`config.mk`:
```
export PLATFORM = sky130hd
export DESIGN_NAME = l1_cache_ctrl
export DESIGN_NICKNAME = d
export VERILOG_FILES = /design/src/rtl/mem_pkg.sv /design/src/rtl/l1_tag_array.sv /design/src/rtl/l1_cache_ctrl.sv
export SDC_FILE = /design/constraint.sdc
export NUM_CORES = 1
export LEC_CHECK = 0
export CORE_MARGIN = 5
export CORE_UTILIZATION = 55
export CTS_CLUSTER_SIZE = 28
export DETAILED_ROUTE_END_ITERATION = 10
export DONT_BUFFER_PORTS = 1
export GPL_TIMING_DRIVEN = 0
export PLACE_DENSITY_LB_ADDON = 0.12
export SYNTH_ARGS = -nofsm -noshare
export SYNTH_HDL_FRONTEND = slang
export SYNTH_HIERARCHICAL = 1
export SYNTH_SLANG_ARGS = --single-unit
```
`constraint.sdc`:
```
create_clock -name clk -period 6.54 [get_ports clk]
set_input_delay 1.962 -clock clk [delete_from_list [all_inputs] [get_ports clk]]
set_output_delay 1.962 -clock clk [all_outputs]
set_load 0.03 [all_outputs]
```
`src/rtl/mem_pkg.sv`:
```
// Types and constants shared between the L1 controllers and the memory subsystem.
package mem_pkg;

  localparam int unsigned ADDR_W = 14;

  typedef enum logic [1:0] {
    CohI = 2'b00,
    CohM = 2'b01,
    CohS = 2'b10
  } coherency_t;

  typedef enum logic [2:0] {
    StIdle,
    StLookup,
    StWb,
    StFill,
    StResp
  } l1_state_t;

  function automatic logic [31:0] sat_inc(input logic [31:0] val);
    return (val == 32'hFFFF_FFFF) ? val : val + 32'd1;
  endfunction

endpackage

```
`src/rtl/l1_tag_array.sv`:
```
// Direct-mapped line store: coherency state (async reset to I), tag and data per line.
module l1_tag_array
  import mem_pkg::*;
#(
  parameter int unsigned NUM_LINES = 8,
  parameter int unsigned IDX_W     = 3,
  parameter int unsigned TAG_W     = 11,
  parameter int unsigned DATA_W    = 16
) (
  input  logic              clk,
  input  logic              reset_n,
  input  logic [IDX_W-1:0]  rd_idx,
  output coherency_t        rd_state,
  output logic [TAG_W-1:0]  rd_tag,
  output logic [DATA_W-1:0] rd_data,
  input  logic              wr_en,
  input  logic [IDX_W-1:0]  wr_idx,
  input  coherency_t        wr_state,
  input  logic [TAG_W-1:0]  wr_tag,
  input  logic [DATA_W-1:0] wr_data
);

  coherency_t        state_q [NUM_LINES];
  logic [TAG_W-1:0]  tag_q   [NUM_LINES];
  logic [DATA_W-1:0] data_q  [NUM_LINES];

  always_ff @(posedge clk or negedge reset_n) begin
    if (!reset_n) begin
      for (int i = 0; i < NUM_LINES; i++) state_q[i] <= CohI;
    end else if (wr_en) begin
      state_q[wr_idx] <= wr_state;
    end
  end

  // Tag and data are deliberately left unreset; state I masks their contents.
  always_ff @(posedge clk) begin
    if (wr_en) begin
      tag_q[wr_idx]  <= wr_tag;
      data_q[wr_idx] <= wr_data;
    end
  end

  assign rd_state = state_q[rd_idx];
  assign rd_tag   = tag_q[rd_idx];
  assign rd_data  = data_q[rd_idx];

endmodule

```
`src/rtl/l1_cache_ctrl.sv`:
```
// Direct-mapped write-back L1 controller bridging one CPU to one memory port.
// Optional statistics counters enabled with L1_CACHE_STATS_EN.
module l1_cache_ctrl #(
  parameter int unsigned DATA_SIZE = 2,
  parameter int unsigned NUM_LINES = 8,
  parameter int unsigned ADDR_W    = mem_pkg::ADDR_W
) (
  input  logic                   clk,
  input  logic                   reset_n,
  input  logic                   cpu_req,
  input  logic                   cpu_we,
  input  logic [ADDR_W-1:0]      cpu_addr,
  input  logic [DATA_SIZE*8-1:0] cpu_wdata,
  output logic [DATA_SIZE*8-1:0] cpu_rdata,
  output logic                   cpu_ready,
  output logic                   processor_req,
  output logic                   mem_read_req,
  output logic                   mem_write_req,
  output logic [ADDR_W-1:0]      addr,
  output logic [DATA_SIZE*8-1:0] mem_write_data,
  input  logic [DATA_SIZE*8-1:0] mem_read_data,
  input  logic                   processor_resp
`ifdef L1_CACHE_STATS_EN
  ,
  output logic [31:0]            hit_count,
  output logic [31:0]            miss_count,
  output logic [31:0]            wb_count
`endif
);
  import mem_pkg::*;

  localparam int unsigned DATA_W = DATA_SIZE * 8;
  localparam int unsigned IDX_W  = $clog2(NUM_LINES);
  localparam int unsigned TAG_W  = ADDR_W - IDX_W;

  l1_state_t           state_q, state_d;
  logic                we_q, we_d;
  logic [ADDR_W-1:0]   addr_q, addr_d;
  logic [DATA_W-1:0]   wdata_q, wdata_d;

  logic                ready_d, preq_d, rd_req_d, wr_req_d;
  logic [DATA_W-1:0]   rdata_d, wb_data_d;
  logic [ADDR_W-1:0]   mem_addr_d;

  coherency_t          line_state, wr_state;
  logic [TAG_W-1:0]    line_tag;
  logic [DATA_W-1:0]   line_data, wr_data;
  logic                wr_en, hit;

  l1_tag_array #(
    .NUM_LINES(NUM_LINES),
    .IDX_W    (IDX_W),
    .TAG_W    (TAG_W),
    .DATA_W   (DATA_W)
  ) u_tags (
    .clk     (clk),
    .reset_n (reset_n),
    .rd_idx  (addr_q[IDX_W-1:0]),
    .rd_state(line_state),
    .rd_tag  (line_tag),
    .rd_data (line_data),
    .wr_en   (wr_en),
    .wr_idx  (addr_q[IDX_W-1:0]),
    .wr_state(wr_state),
    .wr_tag  (addr_q[ADDR_W-1:IDX_W]),
    .wr_data (wr_data)
  );

  assign hit = (line_state != CohI) && (line_tag == addr_q[ADDR_W-1:IDX_W]);

  always_comb begin
    state_d    = state_q;
    we_d       = we_q;
    addr_d     = addr_q;
    wdata_d    = wdata_q;
    ready_d    = 1'b0;
    rdata_d    = '0;
    preq_d     = 1'b0;
    rd_req_d   = 1'b0;
    wr_req_d   = 1'b0;
    mem_addr_d = '0;
    wb_data_d  = '0;
    wr_en      = 1'b0;
    wr_state   = CohI;
    wr_data    = '0;
    unique case (state_q)
      StIdle: begin
        if (cpu_req) begin
          we_d    = cpu_we;
          addr_d  = cpu_addr;
          wdata_d = cpu_wdata;
          state_d = StLookup;
        end
      end
      StLookup: begin
        if (hit) begin
          state_d = StResp;
          ready_d = 1'b1;
          if (we_q) begin
            wr_en    = 1'b1;
            wr_state = CohM;
            wr_data  = wdata_q;
          end else begin
            rdata_d = line_data;
          end
        end else if (line_state == CohM) begin
          state_d    = StWb;
          preq_d     = 1'b1;
          wr_req_d   = 1'b1;
          mem_addr_d = {line_tag, addr_q[IDX_W-1:0]};
          wb_data_d  = line_data;
        end else begin
          state_d    = StFill;
          preq_d     = 1'b1;
          rd_req_d   = 1'b1;
          mem_addr_d = addr_q;
        end
      end
      StWb: begin
        // Outputs fall to 0 on completion, giving the one-cycle gap before the fill.
        if (processor_resp) begin
          state_d = StFill;
        end else begin
          preq_d     = 1'b1;
          wr_req_d   = 1'b1;
          mem_addr_d = {line_tag, addr_q[IDX_W-1:0]};
          wb_data_d  = line_data;
        end
      end
      StFill: begin
        // A response is only meaningful once the read request is actually on the port.
        if (processor_req && processor_resp) begin
          state_d  = StResp;
          ready_d  = 1'b1;
          wr_en    = 1'b1;
          wr_state = we_q ? CohM : CohS;
          wr_data  = we_q ? wdata_q : mem_read_data;
          rdata_d  = we_q ? '0 : mem_read_data;
        end else begin
          preq_d     = 1'b1;
          rd_req_d   = 1'b1;
          mem_addr_d = addr_q;
        end
      end
      StResp: state_d = StIdle;
      default: state_d = StIdle;
    endcase
  end

  always_ff @(posedge clk or negedge reset_n) begin
    if (!reset_n) begin
      state_q        <= StIdle;
      we_q           <= 1'b0;
      addr_q         <= '0;
      wdata_q        <= '0;
      cpu_ready      <= 1'b0;
      cpu_rdata      <= '0;
      processor_req  <= 1'b0;
      mem_read_req   <= 1'b0;
      mem_write_req  <= 1'b0;
      addr           <= '0;
      mem_write_data <= '0;
    end else begin
      state_q        <= state_d;
      we_q           <= we_d;
      addr_q         <= addr_d;
      wdata_q        <= wdata_d;
      cpu_ready      <= ready_d;
      cpu_rdata      <= rdata_d;
      processor_req  <= preq_d;
      mem_read_req   <= rd_req_d;
      mem_write_req  <= wr_req_d;
      addr           <= mem_addr_d;
      mem_write_data <= wb_data_d;
    end
  end

`ifdef L1_CACHE_STATS_EN
  always_ff @(posedge clk or negedge reset_n) begin
    if (!reset_n) begin
      hit_count  <= '0;
      miss_count <= '0;
      wb_count   <= '0;
    end else begin
      if (state_q == StLookup && hit)  hit_count  <= sat_inc(hit_count);
      if (state_q == StLookup && !hit) miss_count <= sat_inc(miss_count);
      if (state_q == StWb && processor_resp) wb_count <= sat_inc(wb_count);
    end
  end
`endif

endmodule

```
# After elaboration in Yosys (flattened, before gate mapping)
# Memories as Yosys holds them, arrays and structs flattened.
# Cells that the tools add are included.
# Widths: inputs -> output; s select.
[word_totals]
out_inout_bits = 50
input_bits = 51
regBits = 100
mem_count = 2
ramBits = 216
latch_bits = 0
mem_bits_ro = 0
wordCells = 93
[mem_list]
columns = ["memory", "words", "width", "read_ports", "rd_clocked_by_memory_dff", "write_ports", "line_no", "rtl"]
rows = [
  ["u_tags.data_q", 8, 16, 1, 0, 1, "l1_tag_array.sv:25", "logic [DATA_W-1:0] data_q [NUM_LINES];"],
  ["u_tags.tag_q", 8, 11, 1, 0, 1, "l1_tag_array.sv:24", "logic [TAG_W-1:0] tag_q [NUM_LINES];"],
]
[classes]
n_lt_le_gt_ge = 2
bitwise = 1
n_reduce_logical = 7
div_mod_pow = 0
muxes = 54
multipliers = 0
n_addsub = 0
shift = 0
n_eq_ne = 8
[ops]
columns = ["operator", "n"]
rows = [
  ["$mux 16", 11],
  ["$pmux 16 s2", 3],
  ["$mux 14", 4],
  ["$pmux 14 s3", 1],
  ["$bwmux 16", 1],
  ["$mux 1", 16],
  ["$mux 3", 4],
  ["$pmux 3 s4", 1],
  ["$eq 11x11->1", 1],
  ["$mux 2", 5],
  ["$pmux 1 s2", 4],
  ["$bmux 2 s3", 1],
  ["$demux 2 s3", 1],
  ["$eq 3x2->1 const B", 2],
  ["$ne 2x2->1 const B", 3],
  ["$ge 4x4->1 const B", 1],
  ["$lt 4x1->1 const B", 1],
  ["$not 3->4", 1],
  ["$pmux 2 s2", 1],
  ["$eq 3x1->1 const B", 1],
  ["$logic_and 1x1->1", 3],
  ["$logic_not 3->1", 1],
  ["$pmux 1 s3", 1],
  ["$reduce_and 3->1", 1],
  ["other kinds (3)", 3],
]

# Depth between registers and ports, before layout
[depth]
ltp_word = 10
mapped_depth = 12
depth_no_buf = 8

# By module
# Netlist, hierarchy kept.
[modules_own_cells]
columns = ["module", "area_each_um2", "n_inst", "cells_per_inst", "seq_area_each_um2"]
rows = [
  ["l1_tag_array", 8992.4, 1, 362, 6886.6],
  ["l1_cache_ctrl", 3455.8, 1, 243, 2102.0],
]

# Least setup slack after synthesis
# No wires, ideal clock.
[synth_path]
path_kind = "register -> register"
from = "register addr_q[0]"
to = "register u_tags/state_q[14] in the netlist's numbering"
n_path_buf = 2
setup_time_ns = 0.125
arrival_ns = 6.472
required_ns = 6.415
path_slack_ns = -0.056
synth_period_minus_slack_ns = 6.596
path_stages_with_launch = 11
cell_sequence = "dfrtp_1 buf_6 buf_2 mux4_2 mux2_2 xor2_1 nor4_4 nand4_4 o21ai_0 nor4b_1 mux2_2"
[synth_between]
elab_cells_between_ends = 18
cone_classes = "order compare: 2; eq/ne: 1; mux: 10; bitwise: 1; reduce/logical: 3; memory: 1"
[synth_rtl]
columns = ["element", "line_no", "rtl"]
rows = [
  ["start, declared", "l1_cache_ctrl.sv:38", "logic [ADDR_W-1:0] addr_q, addr_d;"],
  ["start signal, assigned", "l1_cache_ctrl.sv:166", "addr_q <= addr_d;"],
  ["$mem_v2 8x11", "--", ""],
  ["net line_tag[10]", "l1_cache_ctrl.sv:46", "logic [TAG_W-1:0] line_tag;"],
  ["$eq 11x11->1", "l1_cache_ctrl.sv:69", "assign hit = (line_state != CohI) && (line_tag == addr_q[ADDR_W-1:IDX_W]);"],
  ["$logic_and 1x1->1", "l1_cache_ctrl.sv:69", ""],
  ["$mux 1", "l1_cache_ctrl.sv:96", "if (hit) begin"],
  ["$pmux 1 s2", "l1_cache_ctrl.sv:86", "unique case (state_q)"],
  ["net wr_en", "l1_cache_ctrl.sv:48", "logic wr_en, hit;"],
  ["end signal, assigned by index", "l1_tag_array.sv:31", "state_q[wr_idx] <= wr_state;"],
  ["end, declared", "l1_tag_array.sv:23", "coherency_t state_q [NUM_LINES];"],
]
# The timed path passes the listed nets, and every way through them passes these cells. The select of a mux whose other input is x is not followed.
# A chain may end at the register's enable or synchronous reset.

# Worst setup path in the final report
[layout_path]
from = "register addr_q[1]"
to = "register u_tags/state_q[14] in the netlist's numbering"
# Same word-level chain as after synthesis.

==> run_results.csv <==
group,metric,value,unit
timing,tns,0,ns
min_path,min_path_cells,1,
drt,drt-initial-drc-count,451,
floorplanning,fp.dieArea,25700,sq um
grt,met2_usage,0.345,
floorplanning,io_pins,101,
power,power-per-cell-area,444,nW/um^2
setup_path,reg2reg_depth,11,
logic_synthesis,ys_types,39,
timing,whs,0.506,ns
drt,wl_per_cell,27.9,um
grt,grt_pass1_wl,40400,um
setup_path,startpoint_type,"register",
final_layout,antenna_cells,0,
timing,fin_skew,0.0137,ns
final_layout,stdcell_area,13900,sq um
clocking,clk_pin_slew,0.06,ns
floorplanning,initial_core_util,0.555,
setup_path,crit_required,6.97,ns
logic_synthesis,ys_top_cells_by_area,"edfxtp_1 52%, dfrtp_1 20%, mux4_2 10%",
clocking,cts_made_buffers,31,
logic_synthesis,synth_top_flop_cell,"edfxtp_1",
final_layout,finalNetCount,693,
drt,drc,0,
power,p_total,6.18,mW
timing,setup-violations-final,0,
drt,wirelength,26500,um
logic_synthesis,yosysSeqAreaShare,0.722,
grt,antenna_found_initial,3,
floorplanning,die_h,160,um
clocking,cts_max_path_buffers,3,
placed_design,port_buffers,0,
clocking,post_cts_buffers,0,
logic_synthesis,postSynth.asyncResetShare,0.316,
timing,finalCritPeriodShare,0.800,
clocking,cts_hold_buffers,0,
run,drv_cap,0,
drt,route.antenna.remaining_nets,0,
floorplanning,placementRows,55,
placed_design,place_area,12900,sq um
setup_path,crit_arrival,5.66,ns
timing,rsz0062_at_grt,"no",
grt,grt_max_degree,101,
drt,via_per_inst,6.33,
clocking,cts_tree,"done",
logic_synthesis,yosysWarningCount,6,
logic_synthesis,synth_edf_count,216,
clocking,clkLatencyLatePin,0.55,ns
placed_design,gp_congestion,0.798,
grt,overflow,0,
setup_path,path_class,"register to register",
grt,track_usage,0.209,
drt,vias,6016,
clocking,ctsHtreeMaxLevel,1,
logic_synthesis,yosysTopAreaCell,"edfxtp_1",
power,p_leak,5.31,nW
grt,grt_use_met3,0.0511,
logic_synthesis,synth_fp_nets,656,
timing,max_freq,191,MHz
logic_synthesis,syn-cell-area,12400,sq um
drt,first_pass_iters,5,
logic_synthesis,ys_ff_latch,316,
clocking,cts-resized-gates,0,
grt,use_met1,0.284,
timing,slew_headroom,0.252,
logic_synthesis,synthCells,605,
clocking,cts_sinks,316,
timing,slew_viol_final,0,
placed_design,hpwl,15900,um
final_layout,final_cells,951,
timing,worst_slew_pin_slew,1.12,ns
setup_path,critPathMaxFanout,12,
logic_synthesis,synth_common_cells,"216 x edfxtp_1, 100 x dfrtp_1, 58 x mux4_2",
floorplanning,die_w,160,um
placed_design,dp_cells,894,
power,irDropWorstVdd,0.221,mV
floorplanning,coreArea,22400,sq um
timing,finalHoldViolCount,0,
logic_synthesis,synth.avg_cell_area,20.6,sq um
run_status,status,"complete, no violations",
grt,busiest_layer,"met2",
final_layout,area_growth,11.6,%
timing,fin_crit,5.23,ns
grt,grt_pass1_vias,6422,
final_layout,drive_gt1_frac,0.329,
logic_synthesis,yosysMostFrequentCell,"edfxtp_1",
min_path,hold_path.class,"register to register",
setup_path,cp-end-kind,"register",
logic_synthesis,synth_top_area_share,0.521,
clocking,cts_root_buf,"clkbuf_16",
## final cells by class
class	count	area (sq um)
clock inverter	10	153
inverter	7	26.3
timing repair buffer	4	65.1
sequential	316	8990
buffer	30	224
clock buffer	47	856
multi-input combinational	252	3230
tap	285	357
fill	1593	8540
## worst max-delay path: stages, from the launching register on
cell and delay (ns):
dfrtp_1 0.56, clkbuf_1 0.64, buf_2 0.51, mux2_4 0.35, xor2_1 0.17, nor4_4 0.44
nand4_4 0.23, o21ai_0 0.66, nor4b_4 0.75, buf_6 0.26, buf_6 0.17, mux2_2 0.34
## registers in the layout, summed over array words and instances, names as in the netlist, 14 cells and up
register / flops
u_tags/data_q: 128
u_tags/tag_q: 88
mem_write_data: 16
cpu_rdata: 16
addr_q: 14
addr: 14
u_tags/state_q: 16
wdata_q: 16
## placed cells by master (no fill, tap or decap), types with 5 or more instances in the layout
cell	n
and2_1	17
a22o_1	32
dfrtp_1	100
mux2_4	20
mux2_2	55
a32o_1	11
buf_2	14
clkbuf_16	31
xor2_1	11
buf_6	8
clkbuf_1	21
mux4_2	58
nand2_1	5
edfxtp_1	216
nor2b_1	6
## worst paths after layout
kind	startpoint	to	slack, ns
min in group asynchronous	reset_n	mem_write_data[1]	1.11
max in group asynchronous	reset_n	mem_write_data[5]	5.24
hold reg to reg	u_tags/state_q[4]	u_tags/state_q[4]	0.51
setup / recovery	addr_q[1]	u_tags/state_q[14]	1.31
hold / removal	u_tags/state_q[4]	u_tags/state_q[4]	0.51
setup reg to reg	addr_q[1]	u_tags/state_q[14]	1.31
## cells by family after synthesis
| logic type | after synthesis | share of synthesized area |
|---|---|---|
| flops | 316 | 0.722 |
| mux | 133 | 0.179 |
| compound gates | 56 | 0.0391 |
| simple gates | 52 | 0.0322 |
| buf+inv | 37 | 0.0201 |
| xor+xnor | 11 | 0.00774 |
## metal layers
metal  part of all wire  vias up
li1                   -     2518
met1               0.40     3240
met2               0.50      205
met3              0.076       47
met4              0.020        6
met5             0.0013        -
## metrics by stage
| step | utilization | setup slack [ns] |
|---|---|---|
| 2_1_floorplan | - | 1.36 |
| 3_3_place_gp | 0.571 | -0.990 |
| 3_5_place_dp | 0.574 | 1.23 |
| 4_1_cts | 0.619 | 1.24 |
| 5_1_grt | 0.619 | 0.958 |
| 6_report | 0.619 | 1.31 |
## report_power, final
| group | internal (mW) | switching (mW) |
|---|---|---|
| Clock | 1.06 | 0.705 |
| Combinational | 0.779 | 0.825 |
| Sequential | 2.46 | 0.346 |
Note: power is estimated with default switching activity, not from simulation.
